**src/rtl/gnt_decoder.sv**
```systemverilog
// Grant-bundle consumer: turns AMOUNT_M cumulative grant masks into one beat per
// granted requester (binary + one-hot), ascending position order, last flag on final beat.

module gnt_dec_slot #(
  parameter int WIDTH_N   = 10,
  parameter int WIDTH_IDX = 4
) (
  input  logic [WIDTH_N-1:0]   gnt,
  output logic [WIDTH_N-1:0]   onehot,
  output logic [WIDTH_IDX-1:0] idx,
  output logic                 nz
);
  // Cumulative mask: the lowest set bit marks the granted requester.
  assign onehot = gnt & ~(gnt << 1);
  assign nz     = |gnt;

  always_comb begin
    idx = '0;
    for (int i = 0; i < WIDTH_N; i++)
      if (onehot[i]) idx = idx | WIDTH_IDX'(i);
  end
endmodule

module gnt_decoder #(
  parameter  int WIDTH_N   = 10,
  parameter  int AMOUNT_M  = 2,
  localparam int WIDTH_IDX = (WIDTH_N > 1) ? $clog2(WIDTH_N) : 1
) (
  input  logic                              clk,
  input  logic                              reset_n,
  input  logic [AMOUNT_M-1:0][WIDTH_N-1:0]  gnt_i,
  input  logic                              gnt_vld_i,
  output logic                              gnt_rdy_o,
  output logic [WIDTH_IDX-1:0]              idx_o,
  output logic [WIDTH_N-1:0]                onehot_o,
  output logic                              idx_last_o,
  output logic                              idx_vld_o,
  input  logic                              idx_rdy_i
);
  localparam int PTR_W = (AMOUNT_M > 1) ? $clog2(AMOUNT_M) : 1;
  localparam int CNT_W = $clog2(AMOUNT_M + 1);

  typedef enum logic {IDLE, EMIT} state_t;

  logic [AMOUNT_M-1:0][WIDTH_N-1:0]   dec_oh, oh_q;
  logic [AMOUNT_M-1:0][WIDTH_IDX-1:0] dec_idx, idx_q;
  logic [AMOUNT_M-1:0]                dec_nz;
  logic [CNT_W-1:0]                   n, n_q;
  logic [PTR_W-1:0]                   ptr_q, ptr_d;
  state_t                             state_q, state_d;
  logic [WIDTH_N-1:0]                 sel_oh;
  logic [WIDTH_IDX-1:0]               sel_idx;
  logic                               emit, is_last, accept, beat, legal;

  for (genvar s = 0; s < AMOUNT_M; s++) begin : g_slot
    gnt_dec_slot #(.WIDTH_N(WIDTH_N), .WIDTH_IDX(WIDTH_IDX)) u_slot (
      .gnt    (gnt_i[s]),
      .onehot (dec_oh[s]),
      .idx    (dec_idx[s]),
      .nz     (dec_nz[s])
    );
  end

  always_comb begin
    n = '0;
    for (int s = 0; s < AMOUNT_M; s++) n = n + CNT_W'(dec_nz[s]);
  end

  // Beat ptr reads slot AMOUNT_M-1-ptr, i.e. lowest requester position first.
  always_comb begin
    sel_oh  = '0;
    sel_idx = '0;
    for (int s = 0; s < AMOUNT_M; s++)
      if (ptr_q == PTR_W'(AMOUNT_M - 1 - s)) begin
        sel_oh  = oh_q[s];
        sel_idx = idx_q[s];
      end
  end

  assign emit       = (state_q == EMIT);
  assign is_last    = (CNT_W'(ptr_q) + CNT_W'(1)) == n_q;
  assign idx_vld_o  = emit;
  assign idx_o      = emit ? sel_idx : '0;
  assign onehot_o   = emit ? sel_oh  : '0;
  assign idx_last_o = emit & is_last;
  assign gnt_rdy_o  = ~emit | (is_last & idx_rdy_i);
  assign accept     = gnt_vld_i & gnt_rdy_o;
  assign beat       = emit & idx_rdy_i;

  always_comb begin
    state_d = state_q;
    ptr_d   = ptr_q;
    if (beat) begin
      if (is_last) state_d = IDLE;
      else         ptr_d   = ptr_q + PTR_W'(1);
    end
    if (accept) begin
      state_d = (n != '0) ? EMIT : IDLE;
      ptr_d   = '0;
    end
  end

  always_ff @(posedge clk or negedge reset_n) begin
    if (!reset_n) begin
      state_q <= IDLE;
      ptr_q   <= '0;
      n_q     <= '0;
      oh_q    <= '0;
      idx_q   <= '0;
    end else begin
      state_q <= state_d;
      ptr_q   <= ptr_d;
      if (accept) begin
        n_q   <= n;
        oh_q  <= dec_oh;
        idx_q <= dec_idx;
      end
    end
  end

  // A legal bundle has every lower mask contained in the one above it.
  always_comb begin
    legal = 1'b1;
    for (int s = 0; s < AMOUNT_M - 1; s++)
      if ((gnt_i[s] & ~gnt_i[s+1]) != '0) legal = 1'b0;
  end

  a_legal: assert property (@(posedge clk) disable iff (!reset_n) gnt_vld_i |-> legal);
  a_out_hold: assert property (@(posedge clk) disable iff (!reset_n)
    idx_vld_o & ~idx_rdy_i |=> idx_vld_o & $stable(idx_o) & $stable(onehot_o) & $stable(idx_last_o));
  a_onehot: assert property (@(posedge clk) disable iff (!reset_n) idx_vld_o |-> $onehot(onehot_o));
  a_in_hold: assert property (@(posedge clk) disable iff (!reset_n)
    gnt_vld_i & ~gnt_rdy_o |=> gnt_vld_i & $stable(gnt_i));
endmodule

```
**config.mk**
```make
export PLATFORM = sky130hd
export DESIGN_NAME = gnt_decoder
export DESIGN_NICKNAME = d
export VERILOG_FILES = /design/src/rtl/gnt_decoder.sv
export SDC_FILE = /design/constraint.sdc
export NUM_CORES = 1
export LEC_CHECK = 0
export ABC_CLOCK_PERIOD_IN_PS = 1800
export BUFFER_PORTS_ARGS = -buffer_cell sky130_fd_sc_hd__buf_2
export CAP_MARGIN = 20
export CORE_MARGIN = 2
export CORE_UTILIZATION = 51
export CTS_CLUSTER_SIZE = 25
export DETAILED_ROUTE_END_ITERATION = 8
export PLACE_DENSITY = 0.83
export SYNTH_ARGS = -nofsm -noshare
export SYNTH_HDL_FRONTEND = slang
export SYNTH_HIERARCHICAL = 1
export SYNTH_SLANG_ARGS = --single-unit
```
**constraint.sdc**
```tcl
create_clock -name clk -period 1.8 [get_ports clk]
set_input_delay 0.18 -clock clk [delete_from_list [all_inputs] [get_ports clk]]
set_output_delay 0.18 -clock clk [all_outputs]
set_load 0.005 [all_outputs]
```
After elaboration in Yosys (flattened, before gate mapping)
Index checks and enable logic that the tools add are counted.
{ "totals": {"wordCells": 58, "output_inout_bits": 17, "inputBits": 24, "regBits": 32} }
{ "classes": {"n_addsub": 3, "n_mux": 29, "bitwise": 10, "n_eq_ne": 2, "reduce_logical": 7} }
{ "ops": {"columns": ["operator", "count"], "rows": [
  ["$mux W3", 8],
  ["$mux W4", 6],
  ["$and A10 B10 Y10", 2],
  ["$mux W10", 2],
  ["$not A10 Y10", 2],
  ["$reduce_or A10 Y1", 2],
  ["$mux W1", 9],
  ["$mux W2", 4],
  ["$reduce_bool A2 Y1", 3],
  ["$and A1 B1 Y1", 4],
  ["$reduce_and A2 Y1", 2],
  ["$add A1 B1 Y2", 1],
  ["$add A1 B1 Y2 const B", 1],
  ["$eq A2 B2 Y1", 1],
  ["$ne A2 B1 Y1 const B", 1],
  ["$add A1 B1 Y1 const B", 1],
  ["$not A1 Y1", 1],
  ["$or A1 B1 Y1", 1]
]} }

Longest topological paths before layout
{ "depth": {"word_depth": 11, "depth_mapped": 5, "depth_no_buf": 5} }

Modules after synthesis
The synthesis kept the hierarchy.
{ "modules_own_cells": {"columns": ["module", "area_each_um2", "cells_per_inst", "n_inst", "seq_area_each_um2"], "rows": [
  ["gnt_decoder", 1552.7, 121, 1, 800.8],
  ["gnt_dec_slot", 133.9, 21, 2, 0.0]
]} }

Worst setup path after synthesis
No wires, ideal clock.
{ "synth_timing": {"kind": "register to register", "startpoint": "reg n_q[0]", "endpoint": "reg idx_q[3] (netlist bit)", "slack_ns": 0.286, "path_buffers": 1, "setup_ns": 0.125, "t_required_ns": 1.675, "period_less_slack_ns": 1.514, "arrival_ns": 1.389, "path_stages_with_launch": 5, "path_cell_list": "dfrtp_1 nand4b_1 a31oi_4 buf_6 mux2_2"} }
{ "synth_between": {"elab_chain_len": 4} }
{ "synth_rtl": {"columns": ["item", "line", "text"], "rows": [
  ["start, declared", "48", "logic [CNT_W-1:0] n, n_q;"],
  ["start signal, assigned", "114", "n_q <= n;"],
  ["$eq A2 B2 Y1", "81", "assign is_last = (CNT_W'(ptr_q) + CNT_W'(1)) == n_q;"],
  ["$and A1 B1 Y1", "86", "assign gnt_rdy_o = ~emit | (is_last & idx_rdy_i);"],
  ["$or A1 B1 Y1", "86", null],
  ["$and A1 B1 Y1", "87", "assign accept = gnt_vld_i & gnt_rdy_o;"],
  ["end signal, assigned", "116", "idx_q <= dec_idx;"],
  ["end, declared", "46", "logic [AMOUNT_M-1:0][WIDTH_IDX-1:0] dec_idx, idx_q;"]
]} }
No other way between the ends.
A chain may end at the register's enable or synchronous reset.

Worst setup path after layout
{ "layout_timing": {"startpoint": "reg n_q[0]", "endpoint": "reg oh_q[2] (netlist bit)"} }
{ "layout_between": {"elab_chain_len": 4} }
{ "layout_rtl": {"columns": ["item", "line", "text"], "rows": [
  ["$eq A2 B2 Y1", "81", null],
  ["$and A1 B1 Y1", "86", null],
  ["$or A1 B1 Y1", "86", null],
  ["$and A1 B1 Y1", "87", null],
  ["end signal, assigned", "115", "oh_q <= dec_oh;"],
  ["end, declared", "45", "logic [AMOUNT_M-1:0][WIDTH_N-1:0] dec_oh, oh_q;"]
]} }
No other way between the ends.

==> results.txt <==
Clock Skew -> 0.00986 ns
core region area -> 3390 um^2
Total Neg Setup Slack -> 0 ns
Die H -> 63.7 um
Routed Antenna Nets -> 0
largest net degree at the start of global routing -> 33
post-DR wirelength/cell -> 14.6 um
Final Max Slew Viols -> 0
CTS tree -> done
Synthesized Nets -> 189
DP Worst Slack -> 0.157 ns
met2 Use GR -> 32.8%
row cnt -> 21
die width -> 63.7 um
Worst-path clk slew -> 0.09 ns
max-cap violations -> 0
synth unique cells -> 31
Crit. End Element -> flop
Lkg Pwr -> 1.03 nW
Total GRT Usage -> 20.3%
Crit-path slowest cell -> dfrtp_1
Post-Synth Adder-Cell Area -> 1.37%
gpl congestion -> 0.756
Worst slew margin -> 53.2%
Startpoint Class -> flop
Worst VDD drop -> 0.691 mV
unrepaired setup endpoints after global routing -> false
post-DP HPWL -> 2.74 mm
area grow syn2layout -> 17.0%
CTS root buf -> clkbuf_4
Syn Inst Count -> 163
syn avg cell area -> 11.2 um^2
die area -> 4060 um^2
DR iter-0 viols -> 56
Multi-input gate area -> 938 um^2
clk sinks -> 32
crit-path max FO -> 30
register area share after synthesis -> 44.0%
Hold EP -> oh_q[10]
Post-Synth Simple-Gate Area -> 20.8%
yosys warns -> 6
first-pass GRT wire length -> 6.22 mm
vias in the first global route -> 1,335
status -> finished, final reports clean
Reg2Reg Setup Slack -> 0.09 ns
clk buf depth -> 2
busiest layer in global routing -> met2
crit path DAT -> 1.93 ns
Starting Density -> 53.7%
met1 Track Usage GR -> 26.0%
Min Hold Slack -> 0.100 ns
synthesized area -> 1820 um^2
DR pass1 iterations -> 4
nets@finish -> 234
CP max stage delay -> 0.46 ns
#FFs+latches synth -> 32
final worst slack -> 0.0907 ns
CP cell instances -> nand4b_1 -> a31oi_4 -> buf_12 -> mux2_2
global-route track usage on met3 -> 5.99%
Seq. cell area -> 802 um^2
htree depth -> 2
top_reg_cell synth -> dfrtp_1
commonest non-fill, non-tap cell in the layout -> buf_2
Hold Path Cell Cnt -> 2
clk_lat worst skew -> 0.34 ns
Synth async-reset ratio -> 100%
most frequent cells in the layout -> 40 x buf_2, 31 x dfrtp_1, 28 x mux2_2
R2R Path End -> oh_q[2]
remaining global-route overflow -> 0
Antenna Cells -> 0
layout cells sized above 1 -> 42.2%
FF-to-FF Start -> n_q[0]
fmax -> 0.585 GHz
total CTS buffers -> 5
I/O pins -> 41
Crit path required time -> 2.02 ns
Tcrit/Tclk final -> 95.0%
Worst R2R Path Depth -> 4
Fin. Hold Viols -> 0
hold path start -> gnt_i[10]
Worst Hold Class -> primary input to flop
largest family of logic cells by synthesized area -> multiplexers
post-synthesis xor/xnor area fraction -> 0%
multiplexer share of the synthesized area -> 25.0%
Worst-Margin Slew -> 0.701 ns
final period demand of the worst path -> 1.71 ns
DRC errors left -> 0
Post-synth EDFFs -> 0
final setup vio count -> 0
final wirelength -> 3.69 mm
IO buf count -> 40
DR vias/cell -> 5.35
power density cells -> 1340 nW/um^2
Setup CP Type -> flop to flop
initial antenna violation count -> 0
fillcell total -> 284
Compound-Gate Fraction of Synth Area -> 4.33%
vias -> 1,348
-- through the flow --
stage / cell area (um^2) / total power, mW / util (%) / cells
global placement: 2050 / 2.45 / 60.5 / 244
global route: 2130 / 3.10 / 62.9 / 252
detailed placement: 2050 / 2.50 / 60.5 / 244
floorplan: 1820 / 2.04 / - / 163
finish: 2130 / 2.87 / 62.9 / 252
CTS: 2100 / 2.85 / 61.9 / 250
-- layout make-up --
cell class | instances | area share (%)
clock buffer | 5 | 1.76
timing repair buffer | 46 | 12.8
tap | 46 | 2.70
sequential | 32 | 37.6
inverter | 5 | 1.06
multi-input combinational | 118 | 44.0
-- logic make-up after synthesis --
kind of cell | Yosys count
simple gates | 64
mux | 42
flops | 32
buf+inv | 13
compound gates | 10
fa+ha+maj | 2
-- metal layers --
metal	vias to the layer above	part of all wire, %
met5	-	0
met4	0	2.5
met3	9	4.9
met2	36	48
met1	649	44
li1	654	-
-- worst max-delay path, delay by kind of cell, from the launching register on --
kind,cells,cell delay [ns]
compound gates,1,0.26
buf+inv,1,0.22
flops,1,0.46
mux,1,0.35
simple gates,1,0.30
-- worst max path at each step --
| stage | to | cells after the start | startpoint | slack, ns |
|---|---|---|---|---|
| after global routing | idx_o[0] | 4 | ptr_q | 0.04 |
| after detailed placement | oh_q[13] | 4 | n_q[0] | 0.16 |
| after global placement | oh_q[14] | 4 | n_q[0] | 0.20 |
| final | oh_q[2] | 4 | n_q[0] | 0.09 |
| after CTS | onehot_o[5] | 3 | idx_vld_o | 0.07 |
| after floorplan | idx_q[3] | 4 | n_q[0] | 0.29 |
-- power breakdown --
group | internal (mW) | switching (mW) | total [mW]
clock | 0.130 | 0.226 | 0.356
combinational | 0.734 | 0.563 | 1.30
sequential | 1.02 | 0.196 | 1.21
-- synth_stat cells (3+ instances only) --
library cell	n	share of area, %
nor4_1	4	1.4
o21ai_0	4	1.1
mux2i_1	14	7.7
nand3b_1	3	1.2
nor2b_1	13	4.5
buf_6	3	1.9
nand2_1	4	0.82
nand3_1	3	0.82
inv_1	5	1.0
nor2_1	20	4.1
mux2_2	28	17
dfrtp_1	32	44
-- sequential cells by signal, indices dropped and copies added (netlist names) --
name / flops
ptr_q: 1
idx_q: 8
n_q: 2
idx_vld_o: 1
oh_q: 20
-- repair_timing --
item / in CTS / in global routing
setup buffers: 0 / 2
hold buffers: 1 / 0
gates resized for setup: 0 / 2
setup endpoints to repair: 0 / 12
hold endpoints to repair: 32 / 0
Power figures use the tool's default switching activity.
